<file path="config.mk">
export PLATFORM = sky130hd
export DESIGN_NAME = nonce_result_encoder
export DESIGN_NICKNAME = d
export VERILOG_FILES = /design/src/rtl/nonce_result_encoder.sv
export SDC_FILE = /design/constraint.sdc
export NUM_CORES = 1
export LEC_CHECK = 0
export CAP_MARGIN = 10
export CELL_PAD_IN_SITES_DETAIL_PLACEMENT = 1
export CELL_PAD_IN_SITES_GLOBAL_PLACEMENT = 1
export CORE_MARGIN = 8
export CORE_UTILIZATION = 28
export DETAILED_ROUTE_END_ITERATION = 10
export PLACE_DENSITY = 0.73
export SYNTH_ARGS = -nofsm -noshare
export SYNTH_HDL_FRONTEND = slang
export SYNTH_SLANG_ARGS = --single-unit
</file>
<file path="constraint.sdc">
create_clock -name clk -period 1.1 [get_ports clk]
set_clock_uncertainty 0.1 [all_clocks]
set_input_delay 0.22 -clock clk [delete_from_list [all_inputs] [get_ports clk]]
set_output_delay 0.22 -clock clk [all_outputs]
set_load 0.01 [all_outputs]
</file>
<file path="src/rtl/nonce_result_encoder.sv">
`default_nettype none
// ============================================================================
//  Module      : nonce_result_encoder
//  Description : Writer side of the processor result path. Collects per-core
//                hit flags, selects the lowest-index winner once per block,
//                and drives its partition index with a one-cycle success
//                pulse. valid/newblock are forwarded with matching latency.
//                Hits are suppressed during the new-block broadcast window
//                and after a winner has been reported.
//  Options     : NONCE_RESULT_ENCODER_DROPCNT_EN builds the saturating count
//                of losing simultaneous hits; otherwise drop_cnt_o is 0.
//  Revision    : 1.0 - initial release
// ============================================================================
module nonce_result_encoder #(
   parameter int NUM_CORES     = 4,
   parameter int PARTITIONBITS = 4,
   parameter int BROADCAST_CNT = 5
) (
   input  logic                     clk,
   input  logic                     rst,          // asynchronous, active-low
   input  logic                     valid_i,
   input  logic                     newblock_i,
   input  logic [NUM_CORES-1:0]     hit_i,
   output logic [PARTITIONBITS-1:0] results_o_nonce_prefix,
   output logic                     results_o_success,
   output logic                     valid_o,
   output logic                     newblock_o,
   output logic [7:0]               drop_cnt_o
);

   // Broadcast counter only ever holds BROADCAST_CNT-1 down to 0.
   localparam int BC_W = (BROADCAST_CNT > 1) ? $clog2(BROADCAST_CNT) : 1;

   localparam logic [1:0] S_IDLE   = 2'd0;
   localparam logic [1:0] S_BCAST  = 2'd1;
   localparam logic [1:0] S_SEARCH = 2'd2;
   localparam logic [1:0] S_FOUND  = 2'd3;

   logic [1:0]               r_state;
   logic [1:0]               w_state_nxt;
   logic [BC_W-1:0]          r_bc;
   logic [BC_W-1:0]          w_bc_nxt;
   logic                     w_nb;
   logic                     w_accept;
   logic [PARTITIONBITS-1:0] w_winner;

   logic                     r_success;
   logic [PARTITIONBITS-1:0] r_prefix;
   logic                     r_valid;
   logic                     r_newblock;

   // A new block only counts when it arrives on a valid round.
   assign w_nb = valid_i & newblock_i;

   // Lowest set hit index wins; scanning downward lets the lowest overwrite.
   always_comb begin
      w_winner = '0;
      for (int i = NUM_CORES - 1; i >= 0; i--) begin
         if (hit_i[i]) begin
            w_winner = PARTITIONBITS'(i);
         end
      end
   end

   // State register: FSM state and broadcast counter.
   always_ff @(posedge clk or negedge rst) begin
      if (!rst) begin
         r_state <= S_IDLE;
         r_bc    <= '0;
      end else begin
         r_state <= w_state_nxt;
         r_bc    <= w_bc_nxt;
      end
   end

   // Next-state logic: a valid new block overrides everything else.
   always_comb begin
      w_state_nxt = r_state;
      w_bc_nxt    = r_bc;
      if (w_nb) begin
         w_bc_nxt = BC_W'(BROADCAST_CNT - 1);
         if (BROADCAST_CNT == 1) begin
            w_state_nxt = S_SEARCH;
         end else begin
            w_state_nxt = S_BCAST;
         end
      end else if (valid_i) begin
         case (r_state)
            S_BCAST: begin
               w_bc_nxt = r_bc - BC_W'(1);
               if (r_bc == BC_W'(1)) begin
                  w_state_nxt = S_SEARCH;
               end
            end
            S_SEARCH: begin
               if (|hit_i) begin
                  w_state_nxt = S_FOUND;
               end
            end
            default: begin
            end
         endcase
      end
   end

   // Output decode: a hit is accepted only in SEARCH on a valid, non-newblock round.
   always_comb begin
      w_accept = (r_state == S_SEARCH) && valid_i && !newblock_i && (|hit_i);
   end

   // Registered result and forwarded strobes share the same one-cycle latency.
   always_ff @(posedge clk or negedge rst) begin
      if (!rst) begin
         r_success  <= 1'b0;
         r_prefix   <= '0;
         r_valid    <= 1'b0;
         r_newblock <= 1'b0;
      end else begin
         r_success  <= w_accept;
         r_valid    <= valid_i;
         r_newblock <= w_nb;
         if (w_accept) begin
            r_prefix <= w_winner;
         end
      end
   end

   assign results_o_success      = r_success;
   assign results_o_nonce_prefix = r_prefix;
   assign valid_o                = r_valid;
   assign newblock_o             = r_newblock;

`ifdef NONCE_RESULT_ENCODER_DROPCNT_EN
   logic [8:0] w_pop;
   logic [8:0] w_sum;
   logic [7:0] r_drop;

   // Count of simultaneous hits; the winner itself is subtracted later.
   always_comb begin
      w_pop = '0;
      for (int i = 0; i < NUM_CORES; i++) begin
         w_pop = w_pop + 9'(hit_i[i]);
      end
      w_sum = {1'b0, r_drop} + w_pop - 9'd1;
   end

   // Drop counter: cleared on a new block, saturating accumulate on a win.
   always_ff @(posedge clk or negedge rst) begin
      if (!rst) begin
         r_drop <= '0;
      end else if (w_nb) begin
         r_drop <= '0;
      end else if (w_accept) begin
         r_drop <= w_sum[8] ? 8'hFF : w_sum[7:0];
      end
   end

   assign drop_cnt_o = r_drop;
`else
   assign drop_cnt_o = '0;
`endif

endmodule
`default_nettype wire

</file>
; ---- After elaboration in Yosys (flattened, before gate mapping)
; Index checks and enable logic that the tools add are counted.
[word_totals]
ff_bits = 12
in_bits = 8
[op_classes]
bitwise = 1
addsub = 1
eq_ne = 5
n_mux = 12
reduce_logical = 10
[ops]
columns = cell, count
row1 = 2-bit 2-to-1 mux, 7
row2 = 3-bit 2-to-1 mux, 3
row3 = "3-bit != test, second input constant", 2
row4 = 4-bit 2-to-1 mux, 1
row5 = 2-bit case mux with 2 select lines, 1
row6 = 4-bit AND reduction, 1
row7 = 2-bit nonzero test, 2
row8 = 4-bit OR reduction, 1
row9 = "3-bit by 1-bit == test with 1-bit output, second input constant", 1
row10 = 1-bit logical AND, 3
row11 = 3-bit nonzero test, 1
row12 = "3-bit by 1-bit subtractor with 3-bit output, second input constant", 1
row13 = "2-bit by 1-bit == test with 1-bit output, second input constant", 1
row14 = "2-bit == test, second input constant", 1
row15 = 2-bit AND reduction, 1
row16 = 1-bit bitwise AND, 1
row17 = 1-bit logical NOT, 1

; ---- Longest topological paths before layout
[depth]
depth_word = 5
depth_mapped = 5

; ---- Worst setup path after synthesis
; Ideal clock, no wire load.
[synth_path]
kind = reg2reg
startpoint = register r_bc[0]
endpoint = register r_state[0]
setup_time_ps = 77
n_path_buf = 0
arrival_time_ps = 1005
stages_incl_launch_ff = 5
setup_slack_ps = -82
cell_sequence = dfrtp_1 ha_1 nor2b_1 a31o_2 a21oi_1
[synth_via]
elab_chain_len = 3
[synth_rtl]
columns = item, line_no
row1 = from (decl), 41  ; logic [BC_W-1:0] r_bc;
row2 = from (signal assigned), 72  ; r_bc <= w_bc_nxt;
row3 = 3-bit by 1-bit == test with 1-bit output, 91  ; if (r_bc == BC_W'(1)) begin
row4 = 3-bit != test (no source line), --
row5 = 4-bit AND reduction (no source line), --
row6 = to (signal assigned), 71  ; r_state <= w_state_nxt;
row7 = to (decl), 39  ; logic [1:0] r_state;
; Every way passes these cells.
; A chain may end at the register's enable or synchronous reset.

; ---- Worst setup path after layout
[layout_path]
startpoint = register r_bc[1]
endpoint = register r_bc[1]
[layout_via]
elab_chain_len = 4
[layout_rtl]
columns = item, line_no
row1 = 3-bit by 1-bit subtractor with 3-bit output, 90  ; w_bc_nxt = r_bc - BC_W'(1);
row2 = 3-bit 2-to-1 mux, 88  ; case (r_state)
row3 = 3-bit 2-to-1 mux, 87  ; end else if (valid_i) begin
row4 = 3-bit 2-to-1 mux, 80  ; if (w_nb) begin
; Every way passes these cells. The select of a mux whose other input is x is not followed.

==> results.tsv <==
metric	value	unit
status	finished with violations	
failing checks	negative setup slack	
depth of the worst register-to-register path	5	
crit path DAT	1.39	ns
pin count of the biggest net entering global routing	11	
Cell variety after synth	30	
leakage power	0.000452	uW
DR WL/cell	15.6	um
main flop type after synthesis	dfrtp_1	
clk_lat worst skew	0.26	ns
Seq/Total Area, Yosys	41.7	%
Starting Density	30.0	%
initial drt markers	10	
Num Clock Sinks	10	
syn avg cell area	10.4	um^2
DR DRC count	0	
max_cap viols	0	
first-pass GRT wire length	2990	um
WL met2	951	um
top post-synthesis cells by count	10 x buf_4, 10 x dfrtp_1, 7 x nor2_1	
Die X	62.3	um
type of origin of the critical path	flop	
Final GP Congestion	0.779	
std cell rows	16	
Synth Register Bits	10	
CP max FO	3	
Power Dens Cells	1660	nW/um^2
CTS tree	done	
Fmax	770	MHz
via count	530	
Cell Area, Synth	601	um^2
Final Non-Filler Cells	119	
gr usage total	9.75	%
Setup crit end kind	flop	
initial antenna violation count	0	
WS Path Type	flop to flop	
Fill cells	247	
setup violators final	9	
CP Data Required Time	1.19	ns
reg-to-reg critical path startpoint	r_bc[1]	
final net count	104	
max layer used	met4	
Met1 Wirelength	813	um
R2R setup slack	-0.20	ns
post-DP HPWL	1470	um
H-tree lvl count	1	
Syn. warnings	0	
Root Driver	clkbuf_4	
post-layout total power	1520	uW
Final Cell Area	913	um^2
Die ar.	3880	um^2
Port Buffers	12	
Period Utilization, post-route	118	%
Hold WC Path Type	input port to asynchronous set/reset pin	
Crit path max-delay family	flip-flops	
Storage cell area	251	um^2
synth top area cells	dfrtp_1 42%, buf_4 13%, nand4bb_4 4.6%	
RSZ-0062 raised after global routing	yes	
Worst Slack Setup Final	-0.198	ns
number of global-route vias before repair	619	
register clock-pin slew on the reported worst setup and hold paths	0.07	ns
router iterations before antenna repair	2	
setup TNS	-0.795	ns
Layout area overhead	52.1	%
Post-Synthesis Cells	58	
cts bufs inserted	3	
ant diodes	0	
worst vdd ir	565	uV
clk buf depth	2	
CP cell instances	inv_2, ha_1, nor2b_1, mux2i_1, o22ai_1	
number of I/O pins	23	
Placed Area	857	um^2
Die Ht	62.3	um
Slew Limit Fails	0	
fraction of registers with async set/reset	100	%
Post-Route WL	1850	um
FF-to-FF End	r_bc[1]	
Crit path buffers/inverters	1	
layout cells sized above 1	46.7	%
Final Hold Vio Count	0	
hold_ws	0.149	ns
met3 routed WL	64	um
Post-synth EDFFs	0	
slowest CP cell	dfrtp_1	
Synth area leader	dfrtp_1	
post-DR vias/cell	4.45	
final worst path period need	1.30	ns
core area	2000	um^2
Routed Antenna Nets	0	
Synth top area share	41.7	%
total gr overflow	0	
Worst path max stage delay	0.37	ns
Cells after DPL	114	
multi-input logic area	328	um^2
## worst register-to-register path, stage by stage (launching register included)
cell	delay (ns)
dfrtp_1	0.37
inv_2	0.06
ha_1	0.30
nor2b_1	0.17
mux2i_1	0.12
o22ai_1	0.11
## sequential cells by signal, indices dropped and copies added, names as in the netlist
signal,count
newblock_o,1
r_bc,3
r_state,2
results_o_nonce_prefix,2
results_o_success,1
valid_o,1
## report_power, final
group          switching (uW)  internal [uW]
sequential               90.4            458
combinational             305            405
clock                     131            126
total                     527            989
## logic make-up after synthesis
group / synth area share (%)
AO/OA/AOI/OAI: 13.3
adder cells (fa/ha/maj): 4.17
buffers and inverters: 16.5
flip-flops: 41.7
multiplexers: 1.67
other: 0.624
AND/OR/NAND/NOR: 22.1
## worst max-delay path by stage
stage	startpoint	end	slack (ns)	depth (start not counted)
after floorplan	r_bc[0]	r_state[0]	-0.02	4
after CTS	r_bc[0]	r_bc[1]	-0.15	5
after global placement	hit_i[0]	results_o_nonce_prefix[1]	-0.43	4
after detailed placement	hit_i[0]	results_o_nonce_prefix[1]	-0.48	4
final	r_bc[1]	r_bc[1]	-0.20	5
after global routing	r_bc[1]	r_bc[1]	-0.26	5
## per-layer routing
metal / GRT usage, % / up-vias
met5: 0 / -
met4: 5.98 / 0
met3: 2.33 / 2
met2: 16.8 / 18
met1: 10.5 / 260
li1: - / 250
## layout by cell type, fill, tap and decap left out, types with 2 or more instances in the layout
cell type and count:
buf_4 21, conb_1 10, dfrtp_1 9, nor2_1 6, dlygate4sd2_1 5, clkbuf_4 3, buf_2 3, buf_6 3
nor2b_4 2, a21oi_2 2, clkdlybuf4s50_1 2
## layout make-up
cell class	instances	share of cell area, %
multi-input combinational	43	35.9
timing repair buffer	34	29.6
clock buffer	3	2.47
sequential	10	27.5
tap	27	3.70
inverter	2	0.822
## per-stage QoR
step	utilization [%]	setup slack, ns
floorplan	-	-0.0196
finish	45.6	-0.198
CTS	43.8	-0.152
detailed placement	42.8	-0.480
global route	45.6	-0.264
global placement	42.8	-0.432
## timing repair
action                     CTS  global route
gates cloned                 0             0
setup buffers                1             1
pin swaps                    6             5
hold buffers                 0             0
setup endpoints to repair   13            13
gates resized for setup     32             6
Note: power is estimated with default switching activity, not from simulation.
